### src/rtl/tm_mem_pkg.sv
// Shared types and constants for the Turing machine memory arbiter.
// Requester indices double as bit positions in the req/gnt/rvalid vectors.
package tm_mem_pkg;

  typedef enum logic [1:0] {
    IDLE   = 2'd0,
    ACCESS = 2'd1,
    HOLD   = 2'd2
  } arb_state_t;

  localparam int REQ_LOAD  = 0;
  localparam int REQ_EXEC  = 1;
  localparam int REQ_DEBUG = 2;
  localparam int NUM_REQ   = 3;

  // Index 3 is not a requester and decodes to an empty vector.
  function automatic logic [NUM_REQ-1:0] onehot3(input logic [1:0] idx);
    logic [NUM_REQ-1:0] v;
    case (idx)
      2'd0:    v = 3'b001;
      2'd1:    v = 3'b010;
      2'd2:    v = 3'b100;
      default: v = 3'b000;
    endcase
    return v;
  endfunction

endpackage

### src/rtl/tm_mem_arbiter_if.sv
// Requester-side and memory-side signals of the tape/state-table memory arbiter.
// Per-requester fields are packed, requester i at [i*width +: width].
interface tm_mem_arbiter_if
  import tm_mem_pkg::*;
#(
  parameter int dw = 4,
  parameter int aw = 6
);

  logic [NUM_REQ-1:0]    req;
  logic [NUM_REQ-1:0]    lock;
  logic [NUM_REQ-1:0]    we;
  logic [NUM_REQ*aw-1:0] addr;
  logic [NUM_REQ*dw-1:0] wdata;
  logic [NUM_REQ-1:0]    gnt;
  logic [NUM_REQ-1:0]    rvalid;
  logic [dw-1:0]         rdata;
  logic [aw-1:0]         mem_addr;
  logic                  mem_re;
  logic                  mem_we;
  logic [dw-1:0]         mem_wdata;
  logic [dw-1:0]         mem_rdata;

  modport slave (
    input  req, lock, we, addr, wdata, mem_rdata,
    output gnt, rvalid, rdata, mem_addr, mem_re, mem_we, mem_wdata
  );

  modport master (
    output req, lock, we, addr, wdata, mem_rdata,
    input  gnt, rvalid, rdata, mem_addr, mem_re, mem_we, mem_wdata
  );

endinterface

### src/rtl/tm_rr_pick.sv
// Combinational round-robin picker: first candidate searching upward from last+1 mod 3.
// last=3 is not a valid pointer and yields no winner.
module tm_rr_pick
  import tm_mem_pkg::*;
(
  input  logic [NUM_REQ-1:0] cand,
  input  logic [1:0]         last,
  output logic [1:0]         win,
  output logic               vld
);

  always_comb begin
    win = 2'd0;
    vld = 1'b0;
    case (last)
      2'd0: begin
        if (cand[1])      begin win = 2'd1; vld = 1'b1; end
        else if (cand[2]) begin win = 2'd2; vld = 1'b1; end
        else if (cand[0]) begin win = 2'd0; vld = 1'b1; end
      end
      2'd1: begin
        if (cand[2])      begin win = 2'd2; vld = 1'b1; end
        else if (cand[0]) begin win = 2'd0; vld = 1'b1; end
        else if (cand[1]) begin win = 2'd1; vld = 1'b1; end
      end
      2'd2: begin
        if (cand[0])      begin win = 2'd0; vld = 1'b1; end
        else if (cand[1]) begin win = 2'd1; vld = 1'b1; end
        else if (cand[2]) begin win = 2'd2; vld = 1'b1; end
      end
      default: begin
        win = 2'd0;
        vld = 1'b0;
      end
    endcase
  end

endmodule

### src/rtl/tm_mem_arbiter.sv
// Round-robin arbiter serialising loader, execution and debug accesses onto one memory port.
// One access per two cycles; a locked access holds the port for its owner for up to HoldMax idle cycles.
module tm_mem_arbiter
  import tm_mem_pkg::*;
#(
  parameter int dw      = 4,
  parameter int w       = 64,
  parameter int aw      = $clog2(w),
  parameter int HoldMax = 4
) (
  input  logic             clock,
  input  logic             Reset_n,
  tm_mem_arbiter_if.slave  bus
);

  localparam int CW = $clog2(HoldMax + 1);

  arb_state_t         state_q, state_d;
  logic [1:0]         win_q, win_d;
  logic [1:0]         last_q, last_d;
  logic               we_l_q, we_l_d;
  logic [aw-1:0]      addr_l_q, addr_l_d;
  logic [dw-1:0]      wdata_l_q, wdata_l_d;
  logic               lock_l_q, lock_l_d;
  logic [NUM_REQ-1:0] mask_q, mask_d;
  logic [CW-1:0]      hcnt_q, hcnt_d;
  logic [NUM_REQ-1:0] rvalid_q, rvalid_d;

  logic [NUM_REQ-1:0] cand;
  logic [1:0]         pick_win;
  logic               pick_vld;
  logic               lat_en;
  logic [1:0]         lat_idx;

  assign cand = bus.req & ~mask_q;

  tm_rr_pick u_pick (
    .cand (cand),
    .last (last_q),
    .win  (pick_win),
    .vld  (pick_vld)
  );

  always_comb begin
    state_d   = state_q;
    win_d     = win_q;
    last_d    = last_q;
    we_l_d    = we_l_q;
    addr_l_d  = addr_l_q;
    wdata_l_d = wdata_l_q;
    lock_l_d  = lock_l_q;
    mask_d    = mask_q;
    hcnt_d    = hcnt_q;
    lat_en    = 1'b0;
    lat_idx   = 2'd0;
    rvalid_d  = (state_q == ACCESS && !we_l_q) ? onehot3(win_q) : '0;

    case (state_q)
      IDLE: begin
        mask_d = '0;
        if (pick_vld) begin
          lat_en  = 1'b1;
          lat_idx = pick_win;
          state_d = ACCESS;
        end
      end
      ACCESS: begin
        last_d = win_q;
        if (lock_l_q) begin
          state_d = HOLD;
          hcnt_d  = '0;
        end else begin
          // Masking the winner for one IDLE cycle gives it time to drop req after seeing gnt.
          state_d = IDLE;
          mask_d  = onehot3(win_q);
        end
      end
      HOLD: begin
        if (bus.req[win_q]) begin
          lat_en  = 1'b1;
          lat_idx = win_q;
          state_d = ACCESS;
        end else if (hcnt_q == CW'(HoldMax - 1)) begin
          state_d = IDLE;
        end else begin
          hcnt_d = hcnt_q + 1'b1;
        end
      end
      default: state_d = IDLE;
    endcase

    if (lat_en) begin
      win_d     = lat_idx;
      we_l_d    = bus.we[lat_idx];
      lock_l_d  = bus.lock[lat_idx];
      addr_l_d  = bus.addr[lat_idx*aw +: aw];
      wdata_l_d = bus.wdata[lat_idx*dw +: dw];
    end
  end

  always_ff @(posedge clock) begin
    if (!Reset_n) begin
      state_q   <= IDLE;
      win_q     <= 2'd0;
      last_q    <= 2'd2;
      we_l_q    <= 1'b0;
      addr_l_q  <= '0;
      wdata_l_q <= '0;
      lock_l_q  <= 1'b0;
      mask_q    <= '0;
      hcnt_q    <= '0;
      rvalid_q  <= '0;
    end else begin
      state_q   <= state_d;
      win_q     <= win_d;
      last_q    <= last_d;
      we_l_q    <= we_l_d;
      addr_l_q  <= addr_l_d;
      wdata_l_q <= wdata_l_d;
      lock_l_q  <= lock_l_d;
      mask_q    <= mask_d;
      hcnt_q    <= hcnt_d;
      rvalid_q  <= rvalid_d;
    end
  end

  // Port drive decodes from state and latched fields only, never from req.
  assign bus.gnt       = (state_q == ACCESS) ? onehot3(win_q) : '0;
  assign bus.mem_addr  = (state_q == ACCESS) ? addr_l_q : '0;
  assign bus.mem_we    = (state_q == ACCESS) && we_l_q;
  assign bus.mem_re    = (state_q == ACCESS) && !we_l_q;
  assign bus.mem_wdata = (state_q == ACCESS) ? wdata_l_q : '0;
  assign bus.rvalid    = rvalid_q;
  assign bus.rdata     = (|rvalid_q) ? bus.mem_rdata : '0;

endmodule

### src/flat_wrapper.sv
// flat-port wrapper written by rule: the top's interface ports become plain ports
module tm_mem_arbiter_flat import tm_mem_pkg::*;
#(
  parameter int dw      = 4,
  parameter int w       = 64,
  parameter int aw      = $clog2(w),
  parameter int HoldMax = 4
)
  (clock, Reset_n, bus_req, bus_lock, bus_we, bus_addr, bus_wdata, bus_mem_rdata, bus_gnt, bus_rvalid, bus_rdata, bus_mem_addr, bus_mem_re, bus_mem_we, bus_mem_wdata);
  tm_mem_arbiter_if #(.dw(dw), .aw(aw)) bus_i ();
  input  logic clock;
  input  logic Reset_n;
  input wire logic [$bits(bus_i.req)-1:0] bus_req;
  input wire logic [$bits(bus_i.lock)-1:0] bus_lock;
  input wire logic [$bits(bus_i.we)-1:0] bus_we;
  input wire logic [$bits(bus_i.addr)-1:0] bus_addr;
  input wire logic [$bits(bus_i.wdata)-1:0] bus_wdata;
  input wire logic [$bits(bus_i.mem_rdata)-1:0] bus_mem_rdata;
  output wire logic [$bits(bus_i.gnt)-1:0] bus_gnt;
  output wire logic [$bits(bus_i.rvalid)-1:0] bus_rvalid;
  output wire logic [$bits(bus_i.rdata)-1:0] bus_rdata;
  output wire logic [$bits(bus_i.mem_addr)-1:0] bus_mem_addr;
  output wire logic [$bits(bus_i.mem_re)-1:0] bus_mem_re;
  output wire logic [$bits(bus_i.mem_we)-1:0] bus_mem_we;
  output wire logic [$bits(bus_i.mem_wdata)-1:0] bus_mem_wdata;
  assign bus_i.req = bus_req;
  assign bus_i.lock = bus_lock;
  assign bus_i.we = bus_we;
  assign bus_i.addr = bus_addr;
  assign bus_i.wdata = bus_wdata;
  assign bus_i.mem_rdata = bus_mem_rdata;
  assign bus_gnt = bus_i.gnt;
  assign bus_rvalid = bus_i.rvalid;
  assign bus_rdata = bus_i.rdata;
  assign bus_mem_addr = bus_i.mem_addr;
  assign bus_mem_re = bus_i.mem_re;
  assign bus_mem_we = bus_i.mem_we;
  assign bus_mem_wdata = bus_i.mem_wdata;
  tm_mem_arbiter #(.dw(dw), .w(w), .aw(aw), .HoldMax(HoldMax)) u_core (.clock(clock), .Reset_n(Reset_n), .bus(bus_i));
endmodule
### config.mk
export PLATFORM = sky130hd
export DESIGN_NAME = tm_mem_arbiter_flat
export DESIGN_NICKNAME = d
export VERILOG_FILES = /design/src/rtl/tm_mem_pkg.sv /design/src/rtl/tm_mem_arbiter_if.sv /design/src/rtl/tm_rr_pick.sv /design/src/rtl/tm_mem_arbiter.sv /design/src/flat_wrapper.sv
export SDC_FILE = /design/constraint.sdc
export NUM_CORES = 1
export LEC_CHECK = 0
export ABC_AREA = 0
export BUFFER_PORTS_ARGS = -buffer_cell sky130_fd_sc_hd__buf_2
export CORE_ASPECT_RATIO = 0.5
export CORE_UTILIZATION = 47
export DETAILED_ROUTE_END_ITERATION = 6
export GPL_TIMING_DRIVEN = 1
export PLACE_DENSITY = 0.8
export REMOVE_ABC_BUFFERS = 1
export SYNTH_ARGS = -nofsm -noshare
export SYNTH_HDL_FRONTEND = slang
export SYNTH_SLANG_ARGS = --single-unit
### constraint.sdc
create_clock -name clock -period 2.3 [get_ports clock]
set_input_delay 0.115 -clock clock [delete_from_list [all_inputs] [get_ports clock]]
set_output_delay 0.115 -clock clock [all_outputs]
set_load 0.03 [all_outputs]
==> out/metrics.cfg <==
[critical_path]
endpoint_kind=flip-flop
crit_arrival_ns=2.36
crit_chain=mux2i_1, a2bb2oi_1, and2_4, nand2_1, o221ai_1
cp_top_family=compound AO/OA/AOI/OAI gates
cp_max_fo=12
slowest_stage=dfxtp_1
critPathKind=flip-flop to flip-flop
critPathBufInv=0
max_stage_delay_ns=0.53
critPathLaunchType=flip-flop
required_ns=2.50

[power]
finalPower_mw=1.26
leakage_nw=0.871
powerDensity_mw_per_mm2=658
p_comb_share_pct=33.8
clkPwrFrac_pct=21.9
pwr-share-seq_pct=44.2
swShare_pct=35.5
ir_drop_mv=0.296
p_int_uw=810
p_switching_uw=446

[drt]
drt_first_pass_iters=4
viasPerCell=5.38
drt-initial-drc-count=124
drtAntennaViolNets=0
vias=1480
wl_per_cell_um=13.4
drc=0
wirelength_mm=3.69

[clock_network]
cts_tree=done
cts.repair.resized=0
cts-root-buf=clkbuf_8
cts_sinks=27
hold_buffers=0
clock_path_buffers=2
clk_latency_ns=0.28
cts-buffers-inserted=3
cts.htree.levels=1
cts_setup_buffers=0
clkSlewWorstSetupHoldPaths_ns=0.10

[timing]
fin_crit_sh_pct=94.0
post-route-min-period_ns=2.16
setup_violations=0
tightest_slew_ns=0.639
max_freq_mhz=463
hold_viol_final=0
max_slew_margin_pct=57.3
rsz0062_at_grt=false
final.setup.tns_ns=0
slew_viol_final=0
skew_ns=0.00620

[floorplanning]
initial_core_util_pct=50.0
chipWidth_um=82.3
die_h_um=42.2
rows=14
fp.coreArea_mm2=0.00303
boundaryPins=67
dieArea_mm2=0.00347

[grt]
grt_pass1_wl_mm=5.99
antenna_found_initial=0
grt_use_total_pct=22.4
grt_pass1_vias=1402
grt_max_degree=17
grt_overflow=0

[logic_synthesis]
avgSynthCellArea_um2=8.76
synth_warnings=0
synthCells=173
synth-seq-cells=27
synth_area_mm2=0.00152
ys_types=37
yosysSeqAreaShare_pct=35.7

[finish]
layout_commonest_cell=buf_2
syn_to_final_growth_pct=25.8
diodes=0
fin_util_pct=62.9
finalNetCount=283
mostFrequentLayoutCells=66 x buf_2, 27 x dfxtp_1, 25 x nor2_1
final_layout_size_suffix_gt1_share_pct=37.4
layoutNonFillerInstCount=275
fill_cells=262

[worst_hold_path]
min_path_type=primary input to flip-flop

[placed_design]
dp_hpwl_mm=2.78
place_inst=271
port_buffers=66
place_congestion=0.976

[outcome]
status=completed

[run]
cap_violations=0

[state kept, by name (all words and copies together), names as in the netlist]
signal and cells:
u_core.state_q 2, u_core.win_q 2, u_core.wdata_l_q 4, u_core.hcnt_q 3, u_core.addr_l_q 6, u_core.last_q 2
u_core.bus.rvalid 3, u_core.we_l_q 1, u_core.lock_l_q 1, u_core.mask_q 3
[stage by stage]
stage          cell area [um2]  worst slack, ns  hold WS [ns]
3_5_place_dp              1850           0.0943         0.351
5_1_grt                   1910           0.0662        0.0590
3_3_place_gp              1850            0.252         0.348
6_report                  1910            0.138        0.0588
4_1_cts                   1900           0.0833        0.0595
2_1_floorplan             1450            0.406         0.191
[per-layer routing]
layer	vias to the layer above	global-route usage, %	wire (um)
met2	65	39.3	1770
met3	11	4.57	263
met4	0	5.61	78
li1	734	-	-
met1	670	27.9	1580
met5	-	0	0
[logic make-up after synthesis]
family,share of synthesized area (%)
mux,11.2
buf+inv,8.42
compound gates,20.3
simple gates,22.7
flops,35.7
fa+ha+maj,1.65
[power groups by stage]
stage | combinational, mW | clock, mW | sequential (mW)
final | 0.425 | 0.275 | 0.555
after global routing | 0.460 | 0.300 | 0.559
after floorplan | 0.293 | 0 | 0.558
after global placement | 0.411 | 0 | 0.560
after detailed placement | 0.420 | 0 | 0.563
after CTS | 0.422 | 0.280 | 0.552
[worst register-to-register path, stage by stage, from the launching register on]
cell	delay [ns]
dfxtp_1	0.53
mux2i_1	0.32
a2bb2oi_1	0.32
and2_4	0.22
nand2_1	0.37
o221ai_1	0.33
[Yosys cell counts]
cell	count	area, um2
o221ai_2	10	150
a211oi_1	1	7.51
buf_6	2	22.5
o32ai_2	1	16.3
a2bb2oi_1	1	8.76
o21ai_0	3	15.0
buf_4	1	7.51
a211o_1	1	8.76
inv_1	17	63.8
nor2_1	25	93.8
clkbuf_1	5	18.8
o221ai_1	2	17.5
nor3_1	3	15.0
and3_1	2	12.5
nor2b_1	7	43.8
buf_2	3	15.0
or3b_1	1	8.76
a32o_1	2	20.0
dfxtp_1	27	541
mux2i_1	17	170
o41ai_1	1	8.76
o31ai_1	1	7.51
and3b_2	1	10.0
nand2_1	7	26.3
o21bai_1	1	7.51
and2_4	1	8.76
nand2b_1	1	6.26
nor3b_1	1	7.51
a22oi_1	1	7.51
nand3b_1	1	7.51
a21oi_1	5	25.0
a21o_1	1	7.51
or3_4	1	11.3
ha_1	2	25.0
and2_1	4	25.0
nand3_1	12	60.1
and2b_1	1	7.51
[final timing paths]
check / startpoint / end / slack [ns] / cells after the start
worst min-delay path: bus_we[2] / u_core.we_l_q$_SDFFE_PN0P_ / 0.06 / 3
worst min register to register: u_core.we_l_q$_SDFFE_PN0P_ / u_core.bus.rvalid[2]$_SDFF_PN0_ / 0.47 / 1
worst max register to register: u_core.win_q[0]$_SDFFE_PN0P_ / u_core.addr_l_q[5]$_SDFFE_PN0P_ / 0.14 / 5
worst max-delay path: u_core.win_q[0]$_SDFFE_PN0P_ / u_core.addr_l_q[5]$_SDFFE_PN0P_ / 0.14 / 5
[layout make-up]
cell class / instances / area (um2) / share of cell area [%]
clock buffers: 3 / 41.3 / 2.17
clock inverters: 1 / 7.51 / 0.394
inverters: 17 / 63.8 / 3.35
multi-input cells: 118 / 851 / 44.6
flip-flops and latches: 27 / 541 / 28.3
well taps: 40 / 50.0 / 2.62
repair buffers: 69 / 353 / 18.5
(Power assumes the default switching activity.)
